===== src/rtl/proc_ctrl_fsm_if.sv =====
// Shared RAM port handshake between the control FSM and the memory.
// The master side requests accesses; the slave side answers with mem_ready.
interface proc_ctrl_fsm_if;
    logic mem_req;
    logic mem_we;
    logic mem_addr_sel;
    logic mem_ready;

    modport master (
        output mem_req,
        output mem_we,
        output mem_addr_sel,
        input  mem_ready
    );

    modport slave (
        input  mem_req,
        input  mem_we,
        input  mem_addr_sel,
        output mem_ready
    );
endinterface


===== src/rtl/proc_ctrl_fsm.sv =====
// Multi-cycle control FSM for the processor_1 RV32I datapath.
// Sequences FETCH/DECODE/EXEC/MEM/WB and arbitrates the single RAM port.
module proc_ctrl_fsm #(
    parameter int MEM_TIMEOUT = 16,
    parameter int CNT_W       = 32
) (
    input  logic              clk,
    input  logic              rst,
    proc_ctrl_fsm_if.master   bus,
    input  logic              start,
    input  logic [6:0]        opcode,
    input  logic              branch_taken,
    output logic              ir_we,
    output logic              pc_we,
    output logic [1:0]        pc_src,
    output logic              alu_src_a,
    output logic              alu_src_b,
    output logic [1:0]        alu_op,
    output logic              reg_we,
    output logic [1:0]        wb_sel,
    output logic [5:0]        state,
    output logic              halted,
    output logic              illegal,
    output logic [CNT_W-1:0]  instr_cnt
);

    localparam int WAIT_W = $clog2(MEM_TIMEOUT);
    localparam logic [WAIT_W-1:0] WAIT_LAST = WAIT_W'(MEM_TIMEOUT - 1);

    localparam logic [6:0] OPC_LUI    = 7'b0110111;
    localparam logic [6:0] OPC_AUIPC  = 7'b0010111;
    localparam logic [6:0] OPC_JAL    = 7'b1101111;
    localparam logic [6:0] OPC_JALR   = 7'b1100111;
    localparam logic [6:0] OPC_BRANCH = 7'b1100011;
    localparam logic [6:0] OPC_LOAD   = 7'b0000011;
    localparam logic [6:0] OPC_STORE  = 7'b0100011;
    localparam logic [6:0] OPC_OPIMM  = 7'b0010011;
    localparam logic [6:0] OPC_OP     = 7'b0110011;
    localparam logic [6:0] OPC_SYSTEM = 7'b1110011;

    typedef enum logic [2:0] {
        S_IDLE   = 3'd0,
        S_FETCH  = 3'd1,
        S_DECODE = 3'd2,
        S_EXEC   = 3'd3,
        S_MEM    = 3'd4,
        S_WB     = 3'd5,
        S_HALT   = 3'd6,
        S_ERROR  = 3'd7
    } state_t;

    typedef enum logic [3:0] {
        C_NONE,
        C_LUI,
        C_AUIPC,
        C_JAL,
        C_JALR,
        C_BRANCH,
        C_LOAD,
        C_STORE,
        C_OPIMM,
        C_OP
    } cls_t;

    state_t            st;
    cls_t              cls;
    cls_t              dec_cls;
    logic              dec_sys;
    logic [WAIT_W-1:0] wait_cnt;

    assign state = {3'b000, st};

    // Classify the IR opcode; only consumed while in DECODE.
    always_comb begin
        dec_cls = C_NONE;
        dec_sys = 1'b0;
        case (opcode)
            OPC_LUI:    dec_cls = C_LUI;
            OPC_AUIPC:  dec_cls = C_AUIPC;
            OPC_JAL:    dec_cls = C_JAL;
            OPC_JALR:   dec_cls = C_JALR;
            OPC_BRANCH: dec_cls = C_BRANCH;
            OPC_LOAD:   dec_cls = C_LOAD;
            OPC_STORE:  dec_cls = C_STORE;
            OPC_OPIMM:  dec_cls = C_OPIMM;
            OPC_OP:     dec_cls = C_OP;
            OPC_SYSTEM: dec_sys = 1'b1;
            default:    dec_cls = C_NONE;
        endcase
    end

    // State, instruction class, RAM wait counter and retire counter.
    always_ff @(posedge clk or posedge rst) begin
        if (rst) begin
            st        <= S_IDLE;
            cls       <= C_NONE;
            wait_cnt  <= '0;
            instr_cnt <= '0;
        end else begin
            if (pc_we) begin
                instr_cnt <= instr_cnt + CNT_W'(1);
            end
            case (st)
                S_IDLE: begin
                    wait_cnt <= '0;
                    if (start) begin
                        st <= S_FETCH;
                    end
                end
                S_FETCH: begin
                    if (bus.mem_ready) begin
                        st <= S_DECODE;
                    end else if (wait_cnt == WAIT_LAST) begin
                        st <= S_ERROR;
                    end else begin
                        wait_cnt <= wait_cnt + WAIT_W'(1);
                    end
                end
                S_DECODE: begin
                    cls      <= dec_cls;
                    wait_cnt <= '0;
                    if (dec_sys) begin
                        st <= S_HALT;
                    end else if (dec_cls == C_NONE) begin
                        st <= S_ERROR;
                    end else begin
                        st <= S_EXEC;
                    end
                end
                S_EXEC: begin
                    wait_cnt <= '0;
                    if (cls == C_BRANCH) begin
                        st <= S_FETCH;
                    end else if (cls == C_LOAD || cls == C_STORE) begin
                        st <= S_MEM;
                    end else begin
                        st <= S_WB;
                    end
                end
                S_MEM: begin
                    if (bus.mem_ready) begin
                        wait_cnt <= '0;
                        st       <= (cls == C_LOAD) ? S_WB : S_FETCH;
                    end else if (wait_cnt == WAIT_LAST) begin
                        st <= S_ERROR;
                    end else begin
                        wait_cnt <= wait_cnt + WAIT_W'(1);
                    end
                end
                S_WB: begin
                    wait_cnt <= '0;
                    st       <= S_FETCH;
                end
                S_HALT:  st <= S_HALT;
                S_ERROR: st <= S_ERROR;
                default: st <= S_ERROR;
            endcase
        end
    end

    // Datapath controls decode from state (and mem_ready for the Mealy strobes)
    // so that an asynchronous reset drops every request immediately.
    always_comb begin
        bus.mem_req      = 1'b0;
        bus.mem_we       = 1'b0;
        bus.mem_addr_sel = 1'b0;
        ir_we            = 1'b0;
        pc_we            = 1'b0;
        pc_src           = 2'd0;
        alu_src_a        = 1'b0;
        alu_src_b        = 1'b0;
        alu_op           = 2'd0;
        reg_we           = 1'b0;
        wb_sel           = 2'd0;
        halted           = 1'b0;
        illegal          = 1'b0;
        case (st)
            S_FETCH: begin
                bus.mem_req = 1'b1;
                ir_we       = bus.mem_ready;
            end
            S_EXEC: begin
                case (cls)
                    C_OP: begin
                        alu_op = 2'd2;
                    end
                    C_OPIMM: begin
                        alu_src_b = 1'b1;
                        alu_op    = 2'd2;
                    end
                    C_LUI, C_AUIPC, C_JAL: begin
                        alu_src_a = 1'b1;
                        alu_src_b = 1'b1;
                    end
                    C_JALR, C_LOAD, C_STORE: begin
                        alu_src_b = 1'b1;
                    end
                    C_BRANCH: begin
                        alu_op = 2'd1;
                        pc_we  = 1'b1;
                        pc_src = branch_taken ? 2'd1 : 2'd0;
                    end
                    default: ;
                endcase
            end
            S_MEM: begin
                bus.mem_req      = 1'b1;
                bus.mem_addr_sel = 1'b1;
                bus.mem_we       = (cls == C_STORE);
                pc_we            = bus.mem_ready && (cls == C_STORE);
            end
            S_WB: begin
                reg_we = 1'b1;
                pc_we  = 1'b1;
                case (cls)
                    C_LOAD: wb_sel = 2'd1;
                    C_JAL: begin
                        wb_sel = 2'd2;
                        pc_src = 2'd1;
                    end
                    C_JALR: begin
                        wb_sel = 2'd2;
                        pc_src = 2'd2;
                    end
                    default: ;
                endcase
            end
            S_HALT:  halted  = 1'b1;
            S_ERROR: illegal = 1'b1;
            default: ;
        endcase
    end

endmodule

===== src/flat_wrapper.sv =====
// flat-port wrapper written by rule: the top's interface ports become plain ports
module proc_ctrl_fsm_flat 
#(
    parameter int MEM_TIMEOUT = 16,
    parameter int CNT_W       = 32
)
  (clk, rst, start, opcode, branch_taken, ir_we, pc_we, pc_src, alu_src_a, alu_src_b, alu_op, reg_we, wb_sel, state, halted, illegal, instr_cnt, bus_mem_req, bus_mem_we, bus_mem_addr_sel, bus_mem_ready);
  proc_ctrl_fsm_if bus_i ();
  input  logic clk;
  input  logic rst;
  input  logic start;
  input  logic [6:0] opcode;
  input  logic branch_taken;
  output logic ir_we;
  output logic pc_we;
  output logic [1:0] pc_src;
  output logic alu_src_a;
  output logic alu_src_b;
  output logic [1:0] alu_op;
  output logic reg_we;
  output logic [1:0] wb_sel;
  output logic [5:0] state;
  output logic halted;
  output logic illegal;
  output logic [CNT_W-1:0] instr_cnt;
  output wire logic [$bits(bus_i.mem_req)-1:0] bus_mem_req;
  output wire logic [$bits(bus_i.mem_we)-1:0] bus_mem_we;
  output wire logic [$bits(bus_i.mem_addr_sel)-1:0] bus_mem_addr_sel;
  input wire logic [$bits(bus_i.mem_ready)-1:0] bus_mem_ready;
  assign bus_mem_req = bus_i.mem_req;
  assign bus_mem_we = bus_i.mem_we;
  assign bus_mem_addr_sel = bus_i.mem_addr_sel;
  assign bus_i.mem_ready = bus_mem_ready;
  proc_ctrl_fsm #(.MEM_TIMEOUT(MEM_TIMEOUT), .CNT_W(CNT_W)) u_core (.clk(clk), .rst(rst), .bus(bus_i), .start(start), .opcode(opcode), .branch_taken(branch_taken), .ir_we(ir_we), .pc_we(pc_we), .pc_src(pc_src), .alu_src_a(alu_src_a), .alu_src_b(alu_src_b), .alu_op(alu_op), .reg_we(reg_we), .wb_sel(wb_sel), .state(state), .halted(halted), .illegal(illegal), .instr_cnt(instr_cnt));
endmodule

===== config.mk =====
export PLATFORM = sky130hd
export DESIGN_NAME = proc_ctrl_fsm_flat
export DESIGN_NICKNAME = d
export VERILOG_FILES = /design/src/rtl/proc_ctrl_fsm_if.sv /design/src/rtl/proc_ctrl_fsm.sv /design/src/flat_wrapper.sv
export SDC_FILE = /design/constraint.sdc
export NUM_CORES = 1
export LEC_CHECK = 0
export ABC_CLOCK_PERIOD_IN_PS = 2100
export BUFFER_PORTS_ARGS = -buffer_cell sky130_fd_sc_hd__buf_2
export CORE_AREA = 2 2 58 100
export DETAILED_ROUTE_END_ITERATION = 8
export DIE_AREA = 0 0 60 102
export MAX_ROUTING_LAYER = met4
export PLACE_DENSITY = 0.78
export SYNTH_ARGS = -nofsm -noshare
export SYNTH_HDL_FRONTEND = slang
export SYNTH_SLANG_ARGS = --single-unit

===== constraint.sdc =====
create_clock -name clk -period 2.1 [get_ports clk]
set_input_delay 0.42 -clock clk [delete_from_list [all_inputs] [get_ports clk]]
set_output_delay 0.42 -clock clk [all_outputs]
set_load 0.03 [all_outputs]

==> impl_results.md, run 1 <==
* Die ar. at just over 6000 um2
* DR iter-0 viols at 83
* Period utilisation layout at between 90% and 100%
* Yosys cell types at 47
* Post-DR vias/cell at 5.36
* Pwr Density at ~740 nW/um2
* Worst setup SP type: flop
* Simple-gate portion of the synthesized area at 25.1%
* HP Class: in -> async
* GRT Overall Usage at 20.8%
* Antenna violations before repair at 0
* TNS Setup at 0 ns
* Largest family of logic cells by synthesized area: simple AND/OR/NAND/NOR gates
* Worst-path clk slew at 0.09 ns
* Worst setup EP type: flop
* Tmin final at around 2.1 ns
* Most common cell after layout, fill and taps aside: buf_2
* Final nets at ~360
* Die W at 60 um
* Row count at 35
* Worst-Margin Slew at 0.590 ns
* Clock Sinks at 43
* Mapped Cells at approximately 260
* Adder-cell share of the synthesized area at 1.04%
* CTS Root Cell: clkbuf_8
* Slew Limit Fails at 0
* Placed cell count at 408
* Hold Vio Cnt, Final at 0
* Hold_buf cts at 0
* H-tree levels at 2
* CP Max Fanout at 3
* CTS tree: yes
* Dpl hpwl at 4330 um
* FF-to-FF End: u_core.instr_cnt[30]
* Synth Area in XOR/XNOR at 12.3%
* Die Span Y at 102 um
* Status: completed
* Total wire length at 5790 um
* Post-Syn Area at 2420 um2
* Wl on met1 at ~2200 um
* CP cell instances: nand3b_1 > or3_4 > a211o_1 > or4_4 > xnor2_2
* Uppermost layer routed: met4
* Met3 wire len at 244 um
* Crit Path Class: reg -> reg
* Clk_lat worst skew at approximately 0.30 ns
* Drt first pass iters at 4
* Fmax achieved at around 0.48 GHz
* Peak VDD IR at around 0.43 mV
* CP Data Arrival Time at 2.28 ns
* Setup Skew at 0.00762 ns
* Remaining global-route overflow at 0
* Clk buf depth at 2
* Final setup violation count at 0
* Number of global-route vias before repair at 2118
* DRC viols at 0
* Initial core utilization at 45.6%
* Worst Reg2Reg Path Length in Cells at 5
* Slew HR at a little over 60%
* Crit-path max cell delay at 0.53 ns
* Flop-to-flop setup slack at 0.007 ns
* Clock buffer count from CTS at 5
* Post-synthesis register bit count at 43
* GP Congestion at around 0.85
* Worst R2R Start: u_core.st[2]
* First-pass GRT wire length at 9540 um
* Synth Warn # at 0
* Core outline area at 5300 um2
* RSZ-0062 raised after global routing: yes
* Synth Area per Inst at 9.41 um2
* Fin cells at 417
* Slowest CP cell: or4_4
* Multiplexer area fraction after synthesis at 0.932%
* DR WL met2 at 3260 um
* Max cap viols at 0
* IO Pins at between 60 and 70
* DR WL/cell at around 14 um
* Sequential area share after synthesis at roughly 45%
* IO Port Bufs at 62
* Layout cells sized above 1 at a little over a third
* DRT antenna net count at 0
* Most frequent cells in the layout: buf_2, dfrtp_1, nand2_1
* Total number of vias at roughly 2.2k
* Leak at 1.43 nW
* Largest net degree at the start of global routing at 30
* Area growth, synth to finish at 32.2%
* N_diodes at 0
* Worst path required time at 2.29 ns
* Post-synthesis compound-gate area fraction at 11.4%
==> how the worst max path moves through the flow <==
stage	from	end	slack (ns)
floorplan	u_core.st[2]	u_core.instr_cnt[30]	-0.20
global placement	u_core.st[2]	u_core.instr_cnt[31]	0.11
detailed placement	u_core.st[2]	u_core.instr_cnt[25]	0.04
CTS	u_core.st[2]	u_core.instr_cnt[31]	0.002
global route	u_core.st[2]	pc_src[0]	-0.07
finish	u_core.st[2]	u_core.instr_cnt[30]	0.007
==> critical path: cells and delay by family (launching register included) <==
family / cells / cell delay [ns]
flops: 1 / 0.42
compound gates: 1 / 0.29
xor+xnor: 1 / 0.14
simple gates: 3 / 1.14
==> report_power, final <==
part           internal (mW)  total (mW)  switching (mW)
Combinational          0.287       0.753           0.466
Sequential             0.900       0.961          0.0616
Clock                  0.354       0.646           0.292
==> flip-flops by register name, indices dropped and copies added, names as in the netlist <==
register          cells
u_core.cls            4
u_core.instr_cnt     32
u_core.st             3
u_core.wait_cnt       4
==> through the flow <==
stage | hold WS [ns] | utilization, % | area [um2] | power, mW | setup WS, ns
floorplan | 0.539 | - | 2460 | 1.48 | -0.201
global placement | 0.469 | 56.7 | 3000 | 1.67 | 0.106
detailed placement | 0.457 | 56.7 | 3000 | 1.70 | 0.0437
CTS | 0.175 | 59.2 | 3140 | 2.35 | 0.00209
global route | 0.211 | 60.3 | 3200 | 2.50 | -0.0653
finish | 0.163 | 60.3 | 3200 | 2.36 | 0.00703
==> cells by family (layout without fill, tap and decap cells) <==
logic type,count (synthesis),count (layout)
DFF,43,43
muxes,2,2
adders and majority gates,2,2
other,1,3
AOI/OAI and AO/OA,41,41
xor gates and xnor gates,33,33
buffers and inverters,25,109
and+or+nand+nor,110,110
==> cell type report <==
| class | count | area, um2 |
|---|---|---|
| fill | 461 | 2100 |
| sequential | 43 | 1080 |
| tap | 74 | 92.6 |
| multi-input combinational | 191 | 1310 |
| clock buffer | 5 | 68.8 |
| inverter | 12 | 45.0 |
| clock inverter | 3 | 43.8 |
| timing repair buffer | 89 | 554 |
==> cells in the mapped netlist (all sizes together) <==
library cell	number	area share, %
a211o	2	0.72
a211oi	2	1.0
a21oi	10	2.1
a221o	1	0.41
a222oi	1	0.41
a22oi	1	0.31
a31oi	2	0.52
a41oi	1	0.36
and3	8	2.1
and4	2	0.72
buf	8	2.0
clkbuf	5	0.78
conb	1	0.16
dfrtp	43	45
ha	2	1.0
inv	12	1.9
mux2	2	0.93
nand2	29	4.5
nand2b	3	0.78
nand3	10	2.1
nand3b	4	1.2
nand4	11	2.8
nand4b	2	0.72
nor2	14	2.2
nor2b	2	0.52
nor3	9	1.9
nor3b	3	0.93
nor4	5	1.6
nor4b	3	1.1
nor4bb	1	0.41
o211ai	1	0.31
o21ai	11	2.3
o221ai	1	0.36
o22a	1	0.36
o22ai	1	0.26
o311ai	1	0.36
o31a	1	0.36
o31ai	4	1.2
or3	1	0.26
or4	1	0.47
or4b	2	0.83
xnor2	23	8.6
xor2	10	3.6
==> what timing repair did <==
item / CTS / global route
endpoints found under the setup margin: 5 / 11
pin swaps: 1 / 4
buffers inserted: 0 / 1
gates resized for setup: 6 / 16
==> metal layers <==
layer | track usage (%) | vias up
li1 | - | 1080
met1 | 22.2 | 1083
met2 | 36.4 | 64
met3 | 3.42 | 7
met4 | 9.74 | 0
met5 | - | -
Note: power is estimated with default switching activity, not from simulation.
==> run 2: changes to the inputs <==
- ABC_CLOCK_PERIOD_IN_PS: 2100 -> default
- CTS_CLUSTER_DIAMETER: default -> 100
- PLACE_DENSITY: 0.78 -> 0.85
==> impl_results.md, run 2 (same netlist as run 1, synthesis figures left out) <==
* Clock buffer count from CTS at 5 (unchanged)
* Total number of vias at 2332 (was 2234)
* DRT antenna net count at 0 (unchanged)
* DR WL met2 at 3370 um (was 3260 um)
* Wl on met1 at 2270 um (was 2180 um)
* Die W at 60 um (unchanged)
* Worst setup EP type: flop (unchanged)
* Most frequent cells in the layout: buf_2, dfrtp_1, buf_4 (was buf_2, dfrtp_1, nand2_1)
* Post-DR vias/cell at 5.50 (was 5.36)
* Period utilisation layout at 101% (was 99.7%)
* IO Port Bufs at 62 (unchanged)
* Placed instance area at 2980 um2 (was 3000 um2)
* H-tree levels at 2 (unchanged)
* RSZ-0062 raised after global routing: yes (unchanged)
* Max cap viols at 0 (unchanged)
* Multi-input gate area at 1360 um2 (was 1310 um2)
* Hold_ws at 0.388 ns (was 0.163 ns)
* Die Span Y at 102 um (unchanged)
* Slew HR at 62.0% (was 60.6%)
* Worst-Margin Slew at 0.566 ns (was 0.590 ns)
* CP Data Arrival Time at 2.29 ns (was 2.28 ns)
* CTS Root Cell: clkbuf_8 (unchanged)
* Worst-path clk slew at 0.08 ns (was 0.09 ns)
* CP cell instances: buf_8 > nand3b_1 > buf_4 > o31a_1 > a211o_1 > or4_4 > xnor2_2 (was nand3b_1 > or3_4 > a211o_1 > or4_4 > xnor2_2)
* Largest reg by FF count: u_core.instr_cnt (unchanged)
* GP Congestion at 0.832 (was 0.851)
* Met3 wire len at 350 um (was 244 um)
* Dpl hpwl at 4480 um (was 4330 um)
* Largest net degree at the start of global routing at 41 (was 30)
* Area occupied by registers at 1080 um2 (about the same)
* Row count at 35 (unchanged)
* Fin area at 3310 um2 (was 3200 um2)
* Final setup margin at -0.0142 ns (was 0.00703 ns)
* Crit Path Class: reg -> reg (unchanged)
* CP Max Fanout at 5 (was 3)
* DR WL/cell at 14.5 um (was 13.9 um)
* First-pass GRT wire length at 10000 um (was 9540 um)
* Tmin final at 2.11 ns (was 2.09 ns)
* Drt first pass iters at 4 (unchanged)
* HP Class: in -> reg (was in -> async)
* Area growth, synth to finish at 37.0% (was 32.2%)
* Flip-flop count of the largest register after layout at 32 (unchanged)
* Antenna violations before repair at 0 (unchanged)
* Final setup violation count at 2 (was 0)
* Clk_lat worst skew at 0.29 ns (was 0.30 ns)
* Die ar. at 6120 um2 (unchanged)
* Final nets at 363 (was 356)
* Status: finished, violations left (was completed)
* Clk buf depth at 2 (unchanged)
* Total wire length at 6160 um (was 5790 um)
* Core outline area at 5300 um2 (unchanged)
* Setup Skew at 0.00771 ns (was 0.00762 ns)
* Pwr Density at 735 nW/um2 (was 738 nW/um2)
* Hold Vio Cnt, Final at 0 (unchanged)
* DRC viols at 0 (unchanged)
* Slew Limit Fails at 0 (unchanged)
* Most common cell after layout, fill and taps aside: buf_2 (unchanged)
* IO Pins at 66 (unchanged)
* CTS tree: yes (unchanged)
* Clock Sinks at 43 (unchanged)
* Top cell family by delay on the critical path: simple AND/OR/NAND/NOR gates (unchanged)
* Peak VDD IR at 0.680 mV (was 0.433 mV)
* Fillers at 425 (was 461)
* Layout cells sized above 1 at 38.3% (was 35.6%)
* Number of global-route vias before repair at 2341 (was 2118)
* Remaining global-route overflow at 0 (unchanged)
* Slowest CP cell: or4_4 (unchanged)
* Initial core utilization at 45.6% (unchanged)
* WP buf/inv at 2 (was 0)
* Fmax achieved at 0.473 GHz (was 0.478 GHz)
* Worst path required time at 2.28 ns (was 2.29 ns)
* N_diodes at 0 (unchanged)
* Crit-path max cell delay at 0.52 ns (was 0.53 ns)
* Failing checks: negative setup slack
* GRT Overall Usage at 21.8% (was 20.8%)
* Top flop regs: u_core.instr_cnt x32, u_core.cls x4, u_core.wait_cnt x4 (unchanged)
* Leak at 1.47 nW (was 1.43 nW)
* Flop-to-flop setup slack at -0.01 ns (was 0.007 ns)
* Uppermost layer routed: met4 (unchanged)
* Worst setup SP type: flop (unchanged)
* DR iter-0 viols at 94 (was 83)
## run 2: changes by cell type in the layout (fill, tap and decap cells not counted), sizes merged
| cell | before | now |
|---|---|---|
| clkbuf | 5 | 6 |
| dlygate4sd3 | 0 | 1 |
| clkinv | 2 | 1 |
| buf | 89 | 95 |
## run 2: worst register-to-register path, cell delays in order (launching register included)
cell	delay [ns]
dfrtp_2	0.43
buf_8	0.13
nand3b_1	0.18
buf_4	0.15
o31a_1	0.12
a211o_1	0.32
or4_4	0.52
xnor2_2	0.14
## run 2: timing repair
action,4_1_cts,5_1_grt
gates resized for setup,7,29
buffers inserted,0,8
setup endpoints to repair,4,13
pin swaps,0,6
endpoints found under the hold margin,3,0
hold buffers,1,0
cloned,0,0
## run 2: per-stage QoR
| step | instances | TNS, ns | utilization [%] | power, mW | worst slack [ns] |
|---|---|---|---|---|---|
| 6_report | 424 | -0.0144 | 62.5 | 2.43 | -0.0142 |
| 5_1_grt | 424 | -0.425 | 62.5 | 2.57 | -0.112 |
| 4_1_cts | 416 | -0.0308 | 59.1 | 2.37 | -0.0308 |
| 3_5_place_dp | 407 | 0 | 56.3 | 1.70 | 0.0769 |
| 3_3_place_gp | 407 | 0 | 56.3 | 1.67 | 0.124 |
| 2_1_floorplan | 259 | -0.312 | - | 1.48 | -0.201 |
## run 2: per-layer routing
metal	GRT usage, %	vias up
li1	-	1096
met1	22.7	1116
met2	37.0	105
met3	3.92	15
met4	13.0	0
met5	-	-
## run 2: cell type report
cell class / instances / share of cell area (%)
tap: 74 / 2.80
multi-input combinational: 191 / 40.9
sequential: 43 / 32.7
clock buffer: 6 / 2.49
clock inverter: 2 / 1.06
inverter: 12 / 1.44
timing repair buffer: 96 / 18.6
## run 2: worst paths after layout
check / cells past startpoint / startpoint / end
max reg2reg: 7 / u_core.st[1] / u_core.instr_cnt[30]
min reg2reg: 1 / u_core.instr_cnt[31] / u_core.instr_cnt[31]
min in group asynchronous: 3 / rst / u_core.instr_cnt[16]
max: 7 / u_core.st[1] / u_core.instr_cnt[30]
min: 3 / start / u_core.st[0]
max in group asynchronous: 4 / rst / u_core.st[0]
## run 2: power breakdown
part	total, mW	internal [mW]	switching (mW)
clock	0.667	0.385	0.283
sequential	0.961	0.899	0.0613
combinational	0.804	0.296	0.508
total	2.43	1.58	0.852
